## src/rtl/i2c_bus_arbiter_pkg.sv

```systemverilog
// Shared types and constants for the two-requester I2C bus arbiter.
// Both the arbiter and its testbench import this package.
package i2c_bus_arbiter_pkg;

    localparam int unsigned WDATA_W           = 24;
    localparam int unsigned RDATA_W           = 8;
    localparam logic [7:0]  SLAVE_ADDR_OV7670 = 8'h42;

    typedef enum logic [2:0] {
        IDLE     = 3'd0,
        START    = 3'd1,
        WAIT_END = 3'd2,
        BACKOFF  = 3'd3,
        DONE     = 3'd4
    } arbState_t;

endpackage

```

## src/rtl/i2c_arb_rr.sv

```systemverilog
// Two-input round-robin picker. It remembers the requester served last,
// and that requester loses a tie.
module i2c_arb_rr (
    input  logic iCLK,
    input  logic iRST,
    input  logic iREQ0,
    input  logic iREQ1,
    input  logic iUPDATE,
    input  logic iSERVED,
    output logic oVALID,
    output logic oPICK
);

    logic lastServed;

    // Resetting to 1 makes requester 0 win the first tie.
    always_ff @(posedge iCLK or posedge iRST) begin
        if (iRST) begin
            lastServed <= 1'b1;
        end else if (iUPDATE) begin
            lastServed <= iSERVED;
        end
    end

    always_comb begin
        oVALID = iREQ0 | iREQ1;
        if (iREQ0 && iREQ1) begin
            oPICK = ~lastServed;
        end else begin
            oPICK = iREQ1;
        end
    end

endmodule

```

## src/rtl/i2c_bus_arbiter.sv

```systemverilog
// Shares one I2C controller between two requesters. It retries after a NACK,
// aborts an attempt on a tick timeout and reports each result with a done pulse.
module i2c_bus_arbiter
    import i2c_bus_arbiter_pkg::*;
#(
    parameter int unsigned NUM_RETRY     = 3,
    parameter int unsigned TIMEOUT_TICKS = 255
) (
    input  logic               iCLK,
    input  logic               iRST,
    input  logic               iTICK,
    input  logic               iREQ0,
    input  logic               iREQ1,
    input  logic               iWR0,
    input  logic               iWR1,
    input  logic [WDATA_W-1:0] iWDATA0,
    input  logic [WDATA_W-1:0] iWDATA1,
    output logic               oGNT0,
    output logic               oGNT1,
    output logic               oDONE0,
    output logic               oDONE1,
    output logic               oERR0,
    output logic               oERR1,
    output logic [RDATA_W-1:0] oRDATA,
    output logic               oGO,
    output logic               oWR,
    output logic [WDATA_W-1:0] oWDATA,
    input  logic               iEND,
    input  logic               iACK,
    input  logic [RDATA_W-1:0] iRDATA,
    output logic               oBUSY
);

    localparam int unsigned RETRY_W = $clog2(NUM_RETRY + 2);
    localparam int unsigned TICK_W  = $clog2(TIMEOUT_TICKS + 2);

    arbState_t          state;
    arbState_t          nextState;
    logic               owner;
    logic               pickValid;
    logic               pick;
    logic               errFlag;
    logic [RETRY_W-1:0] retryCnt;
    logic [TICK_W-1:0]  tickCnt;
    logic               timeoutHit;
    logic               retryLeft;
    logic               grantNow;
    logic               enteringDone;
    logic               ackedOk;

    assign timeoutHit   = (32'(tickCnt) + 32'd1) >= TIMEOUT_TICKS;
    assign retryLeft    = 32'(retryCnt) < NUM_RETRY;
    assign grantNow     = (state == IDLE) && iTICK && pickValid;
    assign enteringDone = (nextState == DONE) && (state != DONE);
    assign ackedOk      = (state == WAIT_END) && iEND && !iACK;

    i2c_arb_rr uRr (
        .iCLK    (iCLK),
        .iRST    (iRST),
        .iREQ0   (iREQ0),
        .iREQ1   (iREQ1),
        .iUPDATE (state == DONE),
        .iSERVED (owner),
        .oVALID  (pickValid),
        .oPICK   (pick)
    );

    always_ff @(posedge iCLK or posedge iRST) begin
        if (iRST) begin
            state <= IDLE;
        end else begin
            state <= nextState;
        end
    end

    // A controller finish in WAIT_END takes priority over a timeout on the same tick.
    always_comb begin
        nextState = state;
        unique case (state)
            IDLE: begin
                if (iTICK && pickValid) nextState = START;
            end
            START: begin
                if (iTICK) begin
                    if (timeoutHit) nextState = DONE;
                    else if (!iEND) nextState = WAIT_END;
                end
            end
            WAIT_END: begin
                if (iTICK) begin
                    if (iEND) nextState = (iACK && retryLeft) ? BACKOFF : DONE;
                    else if (timeoutHit) nextState = DONE;
                end
            end
            BACKOFF: begin
                if (iTICK) nextState = START;
            end
            DONE: begin
                nextState = IDLE;
            end
            default: begin
                nextState = IDLE;
            end
        endcase
    end

    always_comb begin
        oGO    = (state == START) || (state == WAIT_END);
        oBUSY  = (state != IDLE);
        oDONE0 = (state == DONE) && !owner;
        oDONE1 = (state == DONE) && owner;
        oERR0  = oDONE0 && errFlag;
        oERR1  = oDONE1 && errFlag;
    end

    always_ff @(posedge iCLK or posedge iRST) begin
        if (iRST) begin
            owner    <= 1'b0;
            oWR      <= 1'b0;
            oWDATA   <= '0;
            oGNT0    <= 1'b0;
            oGNT1    <= 1'b0;
            retryCnt <= '0;
            tickCnt  <= '0;
            errFlag  <= 1'b0;
            oRDATA   <= '0;
        end else begin
            if (grantNow) begin
                owner    <= pick;
                oWR      <= pick ? iWR1 : iWR0;
                oWDATA   <= pick ? iWDATA1 : iWDATA0;
                oGNT0    <= !pick;
                oGNT1    <= pick;
                retryCnt <= '0;
                tickCnt  <= '0;
                errFlag  <= 1'b0;
            end
            if (iTICK && ((state == START) || (state == WAIT_END))) begin
                tickCnt <= tickCnt + TICK_W'(1);
            end
            // Each retry attempt gets a fresh timeout budget.
            if ((state == WAIT_END) && (nextState == BACKOFF)) begin
                retryCnt <= retryCnt + RETRY_W'(1);
                tickCnt  <= '0;
            end
            if (enteringDone) begin
                errFlag <= !ackedOk;
                if (!oWR) oRDATA <= iRDATA;
            end
            if (state == DONE) begin
                oGNT0 <= 1'b0;
                oGNT1 <= 1'b0;
            end
        end
    end

endmodule

```

## config.mk

```make
export PLATFORM = sky130hd
export DESIGN_NAME = i2c_bus_arbiter
export DESIGN_NICKNAME = d
export VERILOG_FILES = /design/src/rtl/i2c_bus_arbiter_pkg.sv /design/src/rtl/i2c_arb_rr.sv /design/src/rtl/i2c_bus_arbiter.sv
export SDC_FILE = /design/constraint.sdc
export NUM_CORES = 1
export LEC_CHECK = 0
export CORE_ASPECT_RATIO = 1.75
export CORE_MARGIN = 2
export CORE_UTILIZATION = 39
export DETAILED_ROUTE_END_ITERATION = 7
export HOLD_SLACK_MARGIN = 0.12
export PLACE_DENSITY = 0.83
export RECOVER_POWER = 50
export SLEW_MARGIN = 15
export SYNTH_ARGS = -nofsm -noshare
export SYNTH_HDL_FRONTEND = slang
export SYNTH_SLANG_ARGS = --single-unit
```

## constraint.sdc

```tcl
create_clock -name iCLK -period 2.46 [get_ports iCLK]
set_clock_uncertainty 0.1 [all_clocks]
set_input_delay 0.615 -clock iCLK [delete_from_list [all_inputs] [get_ports iCLK]]
set_output_delay 0.615 -clock iCLK [all_outputs]
set_load 0.01 [all_outputs]
```

* Yosys cells after proc, flatten, opt, wreduce, memory -nomap -nowiden
Index checks and enable logic that the tools add are counted.
Word-level totals: register bits 53, bits of input ports 65, output and inout port bits 41, word-level logic and storage cells 76
Cells by class: add/subtract/negate cells 3, $lt $le $gt $ge 2, equal/unequal tests 7, mux-type cells 24, bitwise logic cells 3, reduce and logical (&&, ||, !) cells 26
Operators by type and width (number):
- $mux W3 | 11
- $mux W9 | 3
- $mux W24 | 1
- $logic_and A1 B1 Y1 | 14
- $pmux W3 S4 | 1
- $add A9 B1 Y10 const B | 1
- $ge A10 B8 Y1 const B | 1
- $add A9 B1 Y9 const B | 1
- $eq A3 B2 Y1 const B | 3
- $mux W1 | 8
- $eq A3 B3 Y1 const B | 2
- $reduce_bool A2 Y1 | 3
- $reduce_bool A3 Y1 | 2
- $logic_not A1 Y1 | 4
- $add A3 B1 Y3 const B | 1
- $eq A3 B1 Y1 const B | 1
- $logic_not A3 Y1 | 1
- $lt A3 B2 Y1 const B | 1
- $ne A3 B3 Y1 const B | 1
- $not A1 Y1 | 2
- $reduce_and A2 Y1 | 1
- $logic_or A1 B1 Y1 | 1
- $or A1 B1 Y1 | 1

* Logic depth before layout (Yosys ltp)
depth after elaboration 9, gate-level depth with buffers 8, gate-level depth less buffers 7

* By module
Synthesis repeated with hierarchy kept, for this count alone.
Second synthesis, totals: cells, all modules 278, area total of the unflattened synthesis 2691.3 µm²
Modules (own cells, without submodules):
- i2c_bus_arbiter | times used 1, cells an instance 273, area an instance 2632.5 µm², sequential area each 1301.2 µm²
- i2c_arb_rr | times used 1, cells an instance 5, area an instance 58.8 µm², sequential area each 26.3 µm²

* Worst setup path before layout
OpenSTA, ideal clock, no wires.
path kind reg2reg, start register tickCnt[0], end register oRDATA[0], setup time 0.125 ns, data arrival time 2.157 ns, setup slack 0.078 ns, stages on the path, launching flop included 9, path buffers 1, clock period less this slack 2.382 ns, cells stage by stage dfrtp_1 -> ha_1 -> nand2_2 -> o31ai_2 -> a2bb2oi_1 -> o32a_1 -> a211o_1 -> buf_6 -> mux2_4
On the way: word-level cells in the longest chain between the ends 9
Ends and longest elaborated chain:
- from (decl) | RTL line i2c_bus_arbiter.sv:44 | logic [TICK_W-1:0] tickCnt;
- from (signal assigned) | RTL line i2c_bus_arbiter.sv:139 | tickCnt <= tickCnt + TICK_W'(1);
- $add A9 B1 Y10 (*) | RTL line i2c_bus_arbiter.sv:51 | assign timeoutHit = (32'(tickCnt) + 32'd1) >= TIMEOUT_TICKS;
- $ge A10 B8 Y1 (*) | RTL line i2c_bus_arbiter.sv:51
- $mux W3 | RTL line i2c_bus_arbiter.sv:92 | else if (timeoutHit) nextState = DONE;
- $mux W3 | RTL line i2c_bus_arbiter.sv:91 | if (iEND) nextState = (iACK && retryLeft) ? BACKOFF : DONE;
- $mux W3 | RTL line i2c_bus_arbiter.sv:90 | if (iTICK) begin
- $pmux W3 S4 (*) | RTL line i2c_bus_arbiter.sv:79 | unique case (state)
- $eq A3 B3 Y1 (*) | RTL line i2c_bus_arbiter.sv:54 | assign enteringDone = (nextState == DONE) && (state != DONE);
- $logic_and A1 B1 Y1 (*) | RTL line i2c_bus_arbiter.sv:54
- $reduce_and A2 Y1 (no line) (*)
- to (signal assigned) | RTL line i2c_bus_arbiter.sv:148 | if (!oWR) oRDATA <= iRDATA;
- to (decl) | RTL line i2c_bus_arbiter.sv:24 | output logic [RDATA_W-1:0] oRDATA,
Mark *: on every way between the ends. The rest lies on a longest branch, timed or not. A chain may end at the register's enable or synchronous reset.

* Final worst setup path
start register state[0], end output port oBUSY
On the way: word-level cells in the longest chain between the ends 1
Ends and longest elaborated chain:
- from (decl) | RTL line i2c_bus_arbiter.sv:37 | arbState_t state;
- from (signal assigned) | RTL line i2c_bus_arbiter.sv:72 | state <= nextState;
- $reduce_bool A3 Y1 | RTL line i2c_bus_arbiter.sv:109 | oBUSY = (state != IDLE);
- to (decl) | RTL line i2c_bus_arbiter.sv:31 | output logic oBUSY
No other way between the ends.

==> results.toml <==
[timing]
rsz0062_at_grt = "true"
hold_violations = 0
finalMaxSlewViolations = 0
max_slew_margin = 0.139
tightest_slew_ns = 1.29
report.final.setup_viol = 0
finalCriticalPeriod_ns = 2.39
fmax_mhz = 418
fin_setup_tns_ns = 0
finalCritPeriodShare = 0.973
hold_ws_ns = 0.375

[clocking]
tritoncts = "built"
clkTransAtPathRegs_ns = 0.07
cts_made_buffers = 5
cts_max_level = 2
cts_sinks = 53
cts_hold_buf = 0
clkLatencyLatePin_ns = 0.29
cts_max_path_buffers = 2
clock-root-buffer = "clkbuf_16"

[place]
placed_area_sq_mm = 0.00396
dp_hpwl_um = 5200
post-place-cells = 463
finalWeightedCongestion = 0.908
portBuffers = 105

[yosys]
ys_top_cells_by_count = "dfrtp_1, nand2_1, o21ai_0"
async_reset_ff_frac = 1.00
synth_warnings = 0
yosys.area.top_type = "dfrtp_1"
synth_ff_type = "dfrtp_1"
synth_area_leaders = "dfrtp_1, mux2i_1, o21ai_0"
synth_nets = 337
yosysTopAreaCellShare = 0.486
yosysSeqAreaShare = 0.496
synth_area_per_cell_sq_um = 9.95
synth_edf_count = 0
synth-seq-cells = 53
syn_area_sq_mm = 0.00268
yosysMostFrequentCell = "dfrtp_1"
synth.distinct_cells = 44
syn_inst = 269

[run_status]
outcome = "complete, no violations"

[worst_setup_path]
start_kind = "register"
crit_chain = "buf_4, or3_1, clkdlybuf4s50_1"
endpoint_kind = "output port"
crit_arrival_ns = 1.68
worstSetupPathType = "register to output port"
cp_num_buf_inv = 2
critPathTopFamily = "buffers and inverters"
cp_max_fo = 9
slowest_stage = "clkdlybuf4s50_1"
required_ns = 1.75
max_stage_delay_ns = 0.48

[grt]
grt_pass1_vias = 2463
grt_antenna_before_repair = 0
grt_pass1_wl_um = 11400
grt-ovfl-total = 0
grt_max_degree = 54
grt.total_usage = 0.195

[drt]
dr.pass1.iters = 4
via_per_inst = 5.14
postRouteAntennaNets = 0
routedWlPerCell_um = 14.2
routed_wl_um = 6720
drc_errors = 0
first_iter_violations = 142
vias = 2425

[die]
die_h_um = 114
boundaryPins = 106
die-width_um = 66.6
initial_core_util = 0.396
placementRows = 40
core_area_sq_mm = 0.00676
dieArea_sq_mm = 0.00757

[cells_and_area]
stdcell_count = 472
area_growth_syn_to_layout_pct = 54.1
fin_util = 0.610
fillers = 575
fin_nets = 455
diodes = 0
drive_above_1_share = 0.126
final_area_sq_mm = 0.00412

[power_and_ir_drop]
peakVddDrop_mv = 0.597
p_per_area_mw_per_mm2 = 958
leakage_nw = 1.91

[worst_hold_path]
hp-class = "register to register"

[flow_run]
drv_cap = 0
-- final timing paths --
kind                                         from                     to  slack (ns)  cells after the start
max in group asynchronous                    iRST  oWDATA[3]$_DFFE_PP0P_        0.38                      3
hold reg to reg             oWDATA[5]$_DFFE_PP0P_  oWDATA[5]$_DFFE_PP0P_        0.38                      2
setup reg to reg           tickCnt[0]$_DFFE_PP0P_  oRDATA[7]$_DFFE_PP0P_        0.08                      8
min in group asynchronous                    iRST  oRDATA[0]$_DFFE_PP0P_        1.07                      3
setup / recovery               state[0]$_DFF_PP0_                  oBUSY        0.07                      3
hold / removal              oWDATA[5]$_DFFE_PP0P_  oWDATA[5]$_DFFE_PP0P_        0.38                      2
-- per-layer routing --
layer | global-route usage | share of wire
met5 | 0 | 0
met4 | 0.0803 | 0.028
met3 | 0.0325 | 0.040
met2 | 0.350 | 0.56
met1 | 0.223 | 0.37
-- flip-flops by register name (all words and copies together) (netlist names) --
| signal | cells |
|---|---|
| uRr.lastServed | 1 |
| state | 3 |
| oGNT0 | 1 |
| oRDATA | 8 |
| oWDATA | 24 |
| tickCnt | 9 |
| oWR | 1 |
| oGNT1 | 1 |
| owner | 1 |
| errFlag | 1 |
| retryCnt | 3 |
-- placed cells by master, fill, tap and decap left out, drive strengths merged, types with 4 or more instances in the layout --
cell type / instances
dlygate4sd3: 16
a21oi: 12
mux2i: 28
dfrtp: 52
nand2: 39
nand3: 6
nor3: 4
nor2: 24
buf: 20
o21ai: 36
clkbuf: 8
mux2: 9
nor2b: 4
clkdlybuf4s50: 86
-- tightest hold or removal path, delay by kind of cell, from the launching register on --
kind | cells | cell delay (ns)
compound gates | 1 | 0.06
flops | 1 | 0.34
simple gates | 1 | 0.04
-- logic make-up after synthesis --
group                    Yosys count  synth area share
AND/OR/NAND/NOR                   93             0.164
AO/OA/AOI/OAI                     64             0.140
flip-flops                        53             0.496
multiplexers                      37             0.154
buffers and inverters             18            0.0295
adder cells (fa/ha/maj)            3            0.0140
XOR/XNOR                           1           0.00327
-- report_power, final --
group          total, mW  internal, mW  switching, mW
logic               1.78         0.963          0.815
registers           1.45          1.22          0.227
clock network      0.730         0.431          0.299
total               3.95          2.61           1.34
-- cell type report --
type                            instances  area [sq um]  share of cell area
Clock inverter                          1          5.00             0.00121
Inverter                                3          11.3             0.00273
Sequential cell                        53          1330               0.322
Tap cell                               84           105              0.0255
Timing Repair Buffer                  126          1230               0.299
Multi-Input combinational cell        198          1290               0.313
Clock buffer                            7           153              0.0370
-- timing repair --
| action | CTS | global route |
|---|---|---|
| endpoints found under the setup margin | 3 | 9 |
| setup buffers | 0 | 1 |
| gates resized for setup | 4 | 2 |
| pin swaps | 0 | 1 |
-- metrics by stage --
step | power (mW) | setup slack, ns
2_1_floorplan | 2.30 | 0.0775
3_3_place_gp | 3.24 | -0.00329
3_5_place_dp | 3.29 | -0.0198
4_1_cts | 4.05 | 0.0250
5_1_grt | 4.21 | -0.0119
6_report | 3.95 | 0.0656
Power figures use the tool's default switching activity.
